### src/rtl/uart_fifo_core.sv
// UART core: TX/RX FIFOs, runtime parity/stop selection, oversampled receiver.
// Frame, parity and overrun errors are reported alongside the RX FIFO head.
module uart_fifo_core #(
    parameter int DATA_LEN   = 8,
    parameter int CLK_FREQ   = 50_000_000,
    parameter int BAUD_RATE  = 115200,
    parameter int OVERSAMPLE = 16,
    parameter int FIFO_DEPTH = 8
) (
    input  logic                clk,
    input  logic                rst,
    input  logic [1:0]          parity_mode,
    input  logic                stop2,
    input  logic                tx_valid,
    input  logic [DATA_LEN-1:0] tx_data,
    output logic                tx_ready,
    output logic                tx_busy,
    output logic                tx_out,
    input  logic                rx_in,
    output logic                rx_valid,
    output logic [DATA_LEN-1:0] rx_data,
    output logic                rx_parity_err,
    output logic                rx_frame_err,
    input  logic                rx_ready,
    output logic                overrun,
    input  logic                clr_overrun
);
    localparam int SAMPLE_HZ = BAUD_RATE * OVERSAMPLE;
    localparam int DIV_RND   = (CLK_FREQ + SAMPLE_HZ / 2) / SAMPLE_HZ;
    localparam int DIV       = (DIV_RND < 1) ? 1 : DIV_RND;
    localparam int BIT_CYC   = DIV * OVERSAMPLE;
    localparam int AW        = $clog2(FIFO_DEPTH);
    localparam int CW        = $clog2(BIT_CYC);
    localparam int BW        = $clog2(DATA_LEN);
    localparam int SW        = $clog2(OVERSAMPLE);
    localparam int DW        = (DIV > 1) ? $clog2(DIV) : 1;
    localparam int EW        = DATA_LEN + 2;

    typedef enum logic [2:0] {S_IDLE, S_START, S_DATA, S_PARITY, S_STOP} state_t;

    // ---------------- TX FIFO ----------------
    logic [DATA_LEN-1:0] r_tx_mem [FIFO_DEPTH];
    logic [AW:0]         r_tx_wr, r_tx_rd;
    logic                w_tx_empty, w_tx_full, w_tx_push, w_tx_pop;
    logic [DATA_LEN-1:0] w_tx_head;

    assign w_tx_empty = (r_tx_wr == r_tx_rd);
    assign w_tx_full  = (r_tx_wr[AW] != r_tx_rd[AW]) && (r_tx_wr[AW-1:0] == r_tx_rd[AW-1:0]);
    assign w_tx_push  = tx_valid && !w_tx_full;
    assign w_tx_head  = r_tx_mem[r_tx_rd[AW-1:0]];
    assign tx_ready   = !w_tx_full;

    always_ff @(posedge clk) begin
        if (w_tx_push) r_tx_mem[r_tx_wr[AW-1:0]] <= tx_data;
    end

    // ---------------- TX FSM ----------------
    state_t              r_tx_state, w_tx_state_next;
    logic [CW-1:0]       r_tx_cnt;
    logic [BW-1:0]       r_tx_bit;
    logic [DATA_LEN-1:0] r_tx_shift;
    logic [1:0]          r_tx_mode;
    logic                r_tx_par, r_tx_stop2, r_tx_stop_second, r_tx_out;
    logic                w_tx_tick, w_tx_par_on;

    assign w_tx_tick   = (r_tx_cnt == CW'(BIT_CYC - 1));
    assign w_tx_par_on = r_tx_mode[0] ^ r_tx_mode[1];
    assign tx_busy     = (r_tx_state != S_IDLE) || !w_tx_empty;
    assign tx_out      = r_tx_out;

    always_ff @(posedge clk or posedge rst) begin
        if (rst) r_tx_state <= S_IDLE;
        else     r_tx_state <= w_tx_state_next;
    end

    always_comb begin
        w_tx_state_next = r_tx_state;
        w_tx_pop        = 1'b0;
        case (r_tx_state)
            S_IDLE:   if (!w_tx_empty) begin
                          w_tx_pop        = 1'b1;
                          w_tx_state_next = S_START;
                      end
            S_START:  if (w_tx_tick) w_tx_state_next = S_DATA;
            S_DATA:   if (w_tx_tick && r_tx_bit == BW'(DATA_LEN - 1))
                          w_tx_state_next = w_tx_par_on ? S_PARITY : S_STOP;
            S_PARITY: if (w_tx_tick) w_tx_state_next = S_STOP;
            S_STOP:   if (w_tx_tick && (r_tx_stop_second || !r_tx_stop2)) begin
                          // Chain straight into the next start bit when more data waits.
                          if (!w_tx_empty) begin
                              w_tx_pop        = 1'b1;
                              w_tx_state_next = S_START;
                          end else begin
                              w_tx_state_next = S_IDLE;
                          end
                      end
            default:  w_tx_state_next = S_IDLE;
        endcase
    end

    always_ff @(posedge clk or posedge rst) begin
        if (rst) begin
            r_tx_wr <= '0;
            r_tx_rd <= '0;
            r_tx_cnt <= '0;
            r_tx_bit <= '0;
            r_tx_shift <= '0;
            r_tx_mode <= 2'b00;
            r_tx_par <= 1'b0;
            r_tx_stop2 <= 1'b0;
            r_tx_stop_second <= 1'b0;
            r_tx_out <= 1'b1;
        end else begin
            r_tx_wr  <= r_tx_wr + (AW+1)'(w_tx_push);
            r_tx_rd  <= r_tx_rd + (AW+1)'(w_tx_pop);
            r_tx_cnt <= (r_tx_state == S_IDLE || w_tx_tick) ? '0 : r_tx_cnt + 1'b1;
            if (w_tx_pop) begin
                r_tx_shift       <= w_tx_head;
                r_tx_par         <= (^w_tx_head) ^ (parity_mode == 2'b10);
                r_tx_mode        <= parity_mode;
                r_tx_stop2       <= stop2;
                r_tx_stop_second <= 1'b0;
                r_tx_bit         <= '0;
            end else if (w_tx_tick) begin
                if (r_tx_state == S_DATA) begin
                    r_tx_shift <= r_tx_shift >> 1;
                    r_tx_bit   <= r_tx_bit + 1'b1;
                end
                if (r_tx_state == S_STOP) r_tx_stop_second <= 1'b1;
            end
            case (r_tx_state)
                S_START:  r_tx_out <= 1'b0;
                S_DATA:   r_tx_out <= r_tx_shift[0];
                S_PARITY: r_tx_out <= r_tx_par;
                default:  r_tx_out <= 1'b1;
            endcase
        end
    end

    // ---------------- RX front end and FSM ----------------
    state_t              r_rx_state, w_rx_state_next;
    logic                r_rx_s1, r_rx_s2, r_rx_prev, r_rx_perr;
    logic [DW-1:0]       r_rx_div;
    logic [SW-1:0]       r_rx_cnt;
    logic [BW-1:0]       r_rx_bit;
    logic [DATA_LEN-1:0] r_rx_shift;
    logic [1:0]          r_rx_mode;
    logic                w_rx_fall, w_rx_stick, w_rx_sample, w_rx_push, w_rx_par_on;

    assign w_rx_fall   = r_rx_prev && !r_rx_s2;
    assign w_rx_stick  = (r_rx_div == DW'(DIV - 1));
    assign w_rx_par_on = r_rx_mode[0] ^ r_rx_mode[1];
    assign w_rx_sample = w_rx_stick && ((r_rx_state == S_START) ?
                         (r_rx_cnt == SW'(OVERSAMPLE / 2 - 1)) : (r_rx_cnt == SW'(OVERSAMPLE - 1)));

    always_ff @(posedge clk or posedge rst) begin
        if (rst) r_rx_state <= S_IDLE;
        else     r_rx_state <= w_rx_state_next;
    end

    always_comb begin
        w_rx_state_next = r_rx_state;
        w_rx_push       = 1'b0;
        case (r_rx_state)
            S_IDLE:   if (w_rx_fall) w_rx_state_next = S_START;
            S_START:  if (w_rx_sample) w_rx_state_next = r_rx_s2 ? S_IDLE : S_DATA;
            S_DATA:   if (w_rx_sample && r_rx_bit == BW'(DATA_LEN - 1))
                          w_rx_state_next = w_rx_par_on ? S_PARITY : S_STOP;
            S_PARITY: if (w_rx_sample) w_rx_state_next = S_STOP;
            S_STOP:   if (w_rx_sample) begin
                          w_rx_push       = 1'b1;
                          w_rx_state_next = S_IDLE;
                      end
            default:  w_rx_state_next = S_IDLE;
        endcase
    end

    always_ff @(posedge clk or posedge rst) begin
        if (rst) begin
            r_rx_s1 <= 1'b1;
            r_rx_s2 <= 1'b1;
            r_rx_prev <= 1'b1;
            r_rx_div <= '0;
            r_rx_cnt <= '0;
            r_rx_bit <= '0;
            r_rx_shift <= '0;
            r_rx_mode <= 2'b00;
            r_rx_perr <= 1'b0;
        end else begin
            r_rx_s1   <= rx_in;
            r_rx_s2   <= r_rx_s1;
            r_rx_prev <= r_rx_s2;
            if (r_rx_state == S_IDLE) begin
                r_rx_div <= '0;
                r_rx_cnt <= '0;
                if (w_rx_fall) begin
                    r_rx_mode <= parity_mode;
                    r_rx_bit  <= '0;
                    r_rx_perr <= 1'b0;
                end
            end else begin
                r_rx_div <= w_rx_stick ? '0 : r_rx_div + 1'b1;
                if (w_rx_stick) r_rx_cnt <= w_rx_sample ? '0 : r_rx_cnt + 1'b1;
                if (w_rx_sample && r_rx_state == S_DATA) begin
                    r_rx_shift <= {r_rx_s2, r_rx_shift[DATA_LEN-1:1]};
                    r_rx_bit   <= r_rx_bit + 1'b1;
                end
                if (w_rx_sample && r_rx_state == S_PARITY)
                    r_rx_perr <= r_rx_s2 != ((^r_rx_shift) ^ (r_rx_mode == 2'b10));
            end
        end
    end

    // ---------------- RX FIFO ----------------
    logic [EW-1:0] r_rx_mem [FIFO_DEPTH];
    logic [AW:0]   r_rx_wr, r_rx_rd;
    logic          r_overrun;
    logic          w_rx_empty, w_rx_full, w_rx_pop, w_rx_accept;
    logic [EW-1:0] w_rx_head;

    assign w_rx_empty  = (r_rx_wr == r_rx_rd);
    assign w_rx_full   = (r_rx_wr[AW] != r_rx_rd[AW]) && (r_rx_wr[AW-1:0] == r_rx_rd[AW-1:0]);
    assign w_rx_pop    = !w_rx_empty && rx_ready;
    assign w_rx_accept = w_rx_push && (!w_rx_full || w_rx_pop);
    // Empty FIFO presents zeros so the head outputs are defined from reset.
    assign w_rx_head   = w_rx_empty ? '0 : r_rx_mem[r_rx_rd[AW-1:0]];
    assign rx_valid      = !w_rx_empty;
    assign rx_data       = w_rx_head[DATA_LEN-1:0];
    assign rx_parity_err = w_rx_head[DATA_LEN];
    assign rx_frame_err  = w_rx_head[DATA_LEN+1];
    assign overrun       = r_overrun;

    always_ff @(posedge clk) begin
        if (w_rx_accept) r_rx_mem[r_rx_wr[AW-1:0]] <= {!r_rx_s2, r_rx_perr, r_rx_shift};
    end

    always_ff @(posedge clk or posedge rst) begin
        if (rst) begin
            r_rx_wr   <= '0;
            r_rx_rd   <= '0;
            r_overrun <= 1'b0;
        end else begin
            r_rx_wr <= r_rx_wr + (AW+1)'(w_rx_accept);
            r_rx_rd <= r_rx_rd + (AW+1)'(w_rx_pop);
            if (w_rx_push && !w_rx_accept) r_overrun <= 1'b1;
            else if (clr_overrun)          r_overrun <= 1'b0;
        end
    end
endmodule
### config.mk
export PLATFORM = sky130hd
export DESIGN_NAME = uart_fifo_core
export DESIGN_NICKNAME = d
export VERILOG_FILES = /design/src/rtl/uart_fifo_core.sv
export SDC_FILE = /design/constraint.sdc
export NUM_CORES = 1
export LEC_CHECK = 0
export CAP_MARGIN = 20
export CORE_MARGIN = 2
export CORE_UTILIZATION = 60
export CTS_BUF_LIST = sky130_fd_sc_hd__clkbuf_8
export DETAILED_ROUTE_END_ITERATION = 7
export DONT_BUFFER_PORTS = 1
export PLACE_DENSITY_LB_ADDON = 0.3
export SYNTH_ARGS = -nofsm -noshare
export SYNTH_HDL_FRONTEND = slang
export SYNTH_SLANG_ARGS = --single-unit
### constraint.sdc
create_clock -name clk -period 3.7 [get_ports clk]
set_input_delay 0.555 -clock clk [delete_from_list [all_inputs] [get_ports clk]]
set_output_delay 0.555 -clock clk [all_outputs]
set_load 0.005 [all_outputs]
==> results.tsv <==
stage	metric	value	unit
status	status	finished, final reports clean	
placement	number of port buffers	0	
clock_tree	hold-fix buffers at CTS	1	
floorplanning	core footprint	15100	sq um
setup_path	Setup CP Type	flop to flop	
synthesis	Compound-Gate Fraction of Synth Area	0.0309	
synthesis	YS warnings	0	
synthesis	Yosys cell types	56	
min_path	Hold Crit Class	primary input to asynchronous set/reset pin	
synthesis	ranking of synthesized cells by area	edfxtp_1 47%, dfrtp_1 19%, mux4_2 7.6%	
global_route	initial antenna violation count	0	
placement	dpl ws	0.941	ns
setup_path	WP data arrival	2.90	ns
routing	Routed WL per cell	18.8	um
timing	RSZ-0062 raised after global routing	false	
floorplanning	height of the die	128	um
synthesis	largest family of logic cells by synthesized area	multiplexers	
placement	hpwl dp	10300	um
finish	Area Growth Syn to Fin	10.9	%
timing	Fmax	361	MHz
setup_path	crit path max fanout	10	
floorplanning	Die Width	128	um
routing	ANT nets after route	0	
timing	fin crit share	0.748	
synthesis	cell taking the most area after synthesis	edfxtp_1	
routing	WL met1	6410	um
synthesis	Post-synth EDFFs	144	
timing	minimum clock period	2.77	ns
routing	Routed met3 length	680	um
clock_tree	Post-CTS Setup Inserts	0	
synthesis	Async S/R FF share, synth	0.342	
synthesis	post-synthesis simple-gate area fraction	0.0772	
synthesis	synthesized area per cell	15.9	sq um
synthesis	Synth Flop Type	edfxtp_1	
clock_tree	CTS-repair resized insts	0	
finish	most common cell after layout, fill and taps aside	edfxtp_1	
finish	Fillers	1021	
clock_tree	CTS Buffer Depth	3	
synthesis	Synth top area share	0.470	
synthesis	Synth Area in XOR/XNOR	0.0443	
setup_path	Crit path required time	3.84	ns
pwr	Worst VDD drop	0.000530	V
routing	drt via density	5.87	
routing	Top Metal Used	met4	
clock_tree	Num CTS Buffers	36	
routing	First-pass DRT Iterations	4	
timing	Final Setup Violations	0	
timing	Least-Margin Pin Slew	0.896	ns
floorplanning	starting density of the core	0.610	
routing	DR vias	4829	
routing	DRC	0	
timing	Final WS setup	0.933	ns
floorplanning	Boundary Pins	32	
synthesis	cell area after synthesis	9200	sq um
timing	post-route setup TNS	0	ns
timing	Setup Skew	0.0183	ns
timing	Final Max Tran Viols	0	
routing	final WL	15400	um
routing	Starting DRT DRC Count	293	
synthesis	syn nets	611	
finish	most frequent cells in the layout	144 x edfxtp_1, 71 x dfrtp_1, 56 x nor2_1	
pwr	P_leak	4.08	nW
clock_tree	CTS clk-pin slew, worst paths	0.06	ns
global_route	global-route wire length before repair	25100	um
timing	Slew HR	0.402	
finish	layout cells sized above 1	0.198	
floorplanning	die area	16300	sq um
clock_tree	clk sink count	219	
pwr	PwrDens	712	nW/um^2
global_route	GRT overflow	0	
global_route	global-route usage over all layers	0.199	
synthesis	adder-cell share of the synthesized area	0.0231	
setup_path	startpoint types	flop	
finish	NumNets Final	642	
placement	GP Congestion	0.806	
synthesis	#FFs+latches synth	219	
synthesis	post-synthesis mux area share	0.130	
timing	final hold violations	0	
clock_tree	H-tree depth	2	
setup_path	Setup crit end kind	flop	
finish	Post-Route Utilization	0.676	
finish	ant diodes	0	
global_route	vias in the first global route	5017	
global_route	largest net degree at the start of global routing	54	
clock_tree	CTS tree	yes	
flow_run	max_cap viols	0	
routing	met2 wire length	8020	um
floorplanning	Rows	45	
clock_tree	Clock Latency Late Sink	0.53	ns
synthesis	sequential area share after synthesis	0.675	
clock_tree	Root Buffer Master	clkbuf_8	
synthesis	Syn Inst Count	577	
finish	Final Non-Filler Cells	823	
placement	Placed Cells incl. Taps	757	
[logic make-up (layout without fill, tap and decap cells)]
| logic type | count (synthesis) | count (layout) |
|---|---|---|
| xor gates and xnor gates | 45 | 45 |
| adders and majority gates | 17 | 17 |
| and+or+nand+nor | 149 | 149 |
| muxes | 68 | 68 |
| buffers and inverters | 38 | 96 |
| AOI/OAI and AO/OA | 41 | 41 |
| DFF | 219 | 219 |
[path summary, 6_finish.rpt]
check,startpoint,to,slack (ns),cells past startpoint
worst max register to register,r_rx_div[0],r_rx_mem[7][1],0.93,8
worst max-delay path,r_rx_div[0],r_rx_mem[7][1],0.93,8
min in group clk,tx_data[4],r_tx_mem[5][4],0.12,0
worst min-delay path,rst,r_tx_shift[2],0.09,1
worst min register to register,r_rx_s1,r_rx_s2,0.37,0
max in group asynchronous,rst,r_rx_prev,2.72,2
[cell type report]
class | count | area, sq um | share of cell area
clock buffer | 42 | 578 | 0.0566
tap | 188 | 235 | 0.0230
inverter | 12 | 46.3 | 0.00454
sequential | 219 | 6210 | 0.608
clock inverter | 23 | 175 | 0.0172
timing repair buffer | 19 | 145 | 0.0142
multi-input combinational | 320 | 2820 | 0.276
[power breakdown]
group / internal (mW) / total, mW / switching [mW]
combinational: 0.958 / 1.88 / 0.922
sequential: 2.94 / 3.24 / 0.305
clock: 1.25 / 2.15 / 0.902
[routing by layer]
metal  track usage  vias to the layer above
li1              -                     2235
met1         0.245                     2448
met2         0.350                      115
met3        0.0451                       31
met4        0.0718                        0
met5             0                        -
[synthesized netlist by cell type (3+ instances only)]
library cell    n
edfxtp_1      144
dfrtp_1        71
nor2_1         56
nand2_1        32
mux4_2         31
xnor2_1        30
mux2i_1        19
ha_1           17
nand3_1        14
xor2_1         14
clkbuf_1       11
inv_1          11
mux2_2         10
nor3_1          9
a21oi_1         8
o21ai_0         8
a221o_1         7
buf_2           7
nand2b_1        6
buf_1           5
mux4_1          5
or2_2           5
dfstp_2         4
nand4_1         4
nor3b_1         4
mux2i_4         3
nor2b_1         3
o22ai_1         3
o31ai_1         3
[worst max-delay path: stages, from the launching register on]
cell	delay (ns)
dfrtp_1	0.41
inv_1	0.07
ha_1	0.15
nand4b_1	0.34
nor2_1	0.30
o311ai_1	0.20
nor2_1	0.18
nand2_1	0.14
nor2_1	0.61
[state kept, by name (all words and copies together) (netlist names), 3 cells and up]
register    flops
r_rx_shift      8
r_tx_wr         4
r_rx_cnt        4
r_rx_mem       80
r_rx_state      3
r_rx_div        5
r_tx_rd         4
r_rx_wr         4
r_rx_bit        3
r_tx_mem       64
r_rx_rd         4
r_tx_shift      8
r_tx_bit        3
r_tx_state      3
r_tx_cnt        9
[metrics by stage]
step | area, sq um | total power, mW | hold slack, ns
detailed placement | 9440 | 5.19 | 0.348
finish | 10200 | 7.27 | 0.0889
global placement | 9440 | 5.11 | 0.348
CTS | 10200 | 7.36 | 0.0927
global route | 10200 | 7.66 | 0.0981
floorplan | 9200 | 4.82 | 0.345
No activity file was read; power rests on OpenSTA's default activity.
==> patch, RTL diff (same settings) <==
Re-encode `state_t` (5 states) as Gray code, 3 bits wide.
--- a/src/rtl/uart_fifo_core.sv
+++ b/src/rtl/uart_fifo_core.sv
@@ -36,7 +36,7 @@
     localparam int DW        = (DIV > 1) ? $clog2(DIV) : 1;
     localparam int EW        = DATA_LEN + 2;
 
-    typedef enum logic [2:0] {S_IDLE, S_START, S_DATA, S_PARITY, S_STOP} state_t;
+    typedef enum logic [2:0] {S_IDLE = 3'b000, S_START = 3'b001, S_DATA = 3'b011, S_PARITY = 3'b010, S_STOP = 3'b110} state_t;
 
     // ---------------- TX FIFO ----------------
     logic [DATA_LEN-1:0] r_tx_mem [FIFO_DEPTH];
Behaviour: same outputs for any inputs over 10 cycles, from zero or initial values and one cycle with rst high; not proved beyond that.
==> patch against the unedited design <==
Hold slack got worse by 0.060 ns; power decreased by 2.9%; first-iteration DRC count increased by 11%; wire length decreased by 0.96%; largest cell class unchanged; setup slack got worse by 0.068 ns; sequential cell count unchanged; count of clock-buffer cells in the layout decreased by 4; combinational power increased by 5%; critical endpoint is now rx_data[3]; final area decreased by 1.0%; synthesized area about the same.
==> patch: results (changes against the unedited design) <==
drive_gt1_share_pct: 17.88  # -2.0 points
cp-endpoint: "rx_data[3]"
synth.top_cells.by_area: "edfxtp_1 47%, dfrtp_1 19%, mux4_2 7.6%"
grt_max_degree: 38  # -30%
cp_max_fo: 23  # +13
cts_buffers: 36  # unchanged
layout.nets: 638  # -0.62%
hpwlAfterDp_um: 10070  # -1.9%
netlist_top_cells_count: "144 x edfxtp_1, 71 x dfrtp_1, 51 x nor2_1"
reg2reg_depth: 7  # -1
cp_data_arrival_time_ns: 2.28  # -0.62 ns
critical_path.max_stage_delay_ns: 0.71  # +0.10 ns
stdcell_count: 820  # -0.36%
ys_types: 54  # -3.6%
clock_net_power_mw: 1.91  # -11%
r2r-start: "r_tx_rd[0]$_DFF_PP0_"
num_vias: 4754  # -1.6%
track_usage_pct: 20.04  # +0.12 points
yosysWarningCount: 0  # unchanged
syn_area_per_cell_um2: 16.07  # +0.78%
syn_nets: 606  # -0.82%
fin_skew_ns: 0.02984  # +0.01157 ns
status: "complete, no violations"
hold_path.class: "primary input to register"
tightestPinTransition_ns: 0.9437  # +0.04753 ns
cp-startpoint: "r_rx_rd[1]$_DFF_PP0_"
wl_per_cell_um: 18.65  # -0.60%
drt_iter0_markers: 324  # +11%
gp_congestion: 0.7636  # -5.3%
crit_path_top_delay_cell: "nor2b_1"
nFillCells: 1049  # +2.7%
p_comb_share_pct: 27.8  # +2.0 points
p_leak_nw: 4.013  # -1.7%
ys_seq_area_share_pct: 67.52  # about the same
dr.pass1.iters: 4  # unchanged
grt_pass1_wl_um: 25200  # +0.25%
ir_drop_v: 0.0004632  # -13%
p_int_mw: 4.944  # -3.8%
r2r_slack_ns: 0.91  # -0.02 ns
timing.rr.end: "r_tx_par$_DFFE_PP0N_"
grt_pass1_vias: 4980  # -0.74%
-- patch: changes by cell type after synthesis, sizes merged, moves of 4 or more --
cell / before / now
nand2: 32 / 28
xor2: 14 / 19
nor2b: 3 / 8
o21ai: 9 / 13
nor2: 57 / 52
nand3: 14 / 19
and4: 0 / 4
-- patch: worst max-delay path, delay by kind of cell, from the launching register on --
family | cells | cell delay, ns
buffers and inverters | 1 | 0.30
AND/OR/NAND/NOR | 3 | 1.00
XOR/XNOR | 1 | 0.16
flip-flops | 1 | 0.32
-- patch: layer usage --
layer	share of wire (%)	global-route usage (%)
met3	4.2	3.965
met1	42	24.97
met2	52	35.36
met4	2.0	6.981
met5	0	0
-- patch: kinds of logic (layout without fill, tap and decap cells) --
family,Yosys count,count (layout),synth area share [%]
AO/OA/AOI/OAI,38,38,2.763
XOR/XNOR,47,47,4.628
adder cells (fa/ha/maj),17,17,2.314
buffers and inverters,38,98,1.987
flip-flops,219,219,67.52
multiplexers,66,66,12.82
AND/OR/NAND/NOR,147,147,7.963
-- patch: area by class of cell --
type	count	area, um2	area share, %
clock inverters	28	140.1	1.387
well taps	188	235.2	2.329
multi-input cells	315	2803	27.75
repair buffers	19	145.1	1.437
inverters	13	48.80	0.4831
clock buffers	38	523.0	5.178
flip-flops and latches	219	6206	61.44
-- patch: repair_timing --
item	CTS	global route
hold endpoints to repair	16	0
hold buffers	1	0
buffers inserted	0	0
-- patch: metrics by stage --
stage	power, mW	hold WS, ns	worst slack (ns)	cell area (um2)	utilization (%)
after floorplan	4.844	0.3452	0.8742	9191	-
after global placement	5.139	0.3486	1.024	9428	62.48
after detailed placement	5.230	0.3557	0.8855	9428	62.48
after CTS	7.159	0.004528	0.7628	10100	66.94
after global routing	7.471	0.01057	0.6784	10100	66.94
final	7.061	0.02868	0.8653	10100	66.94
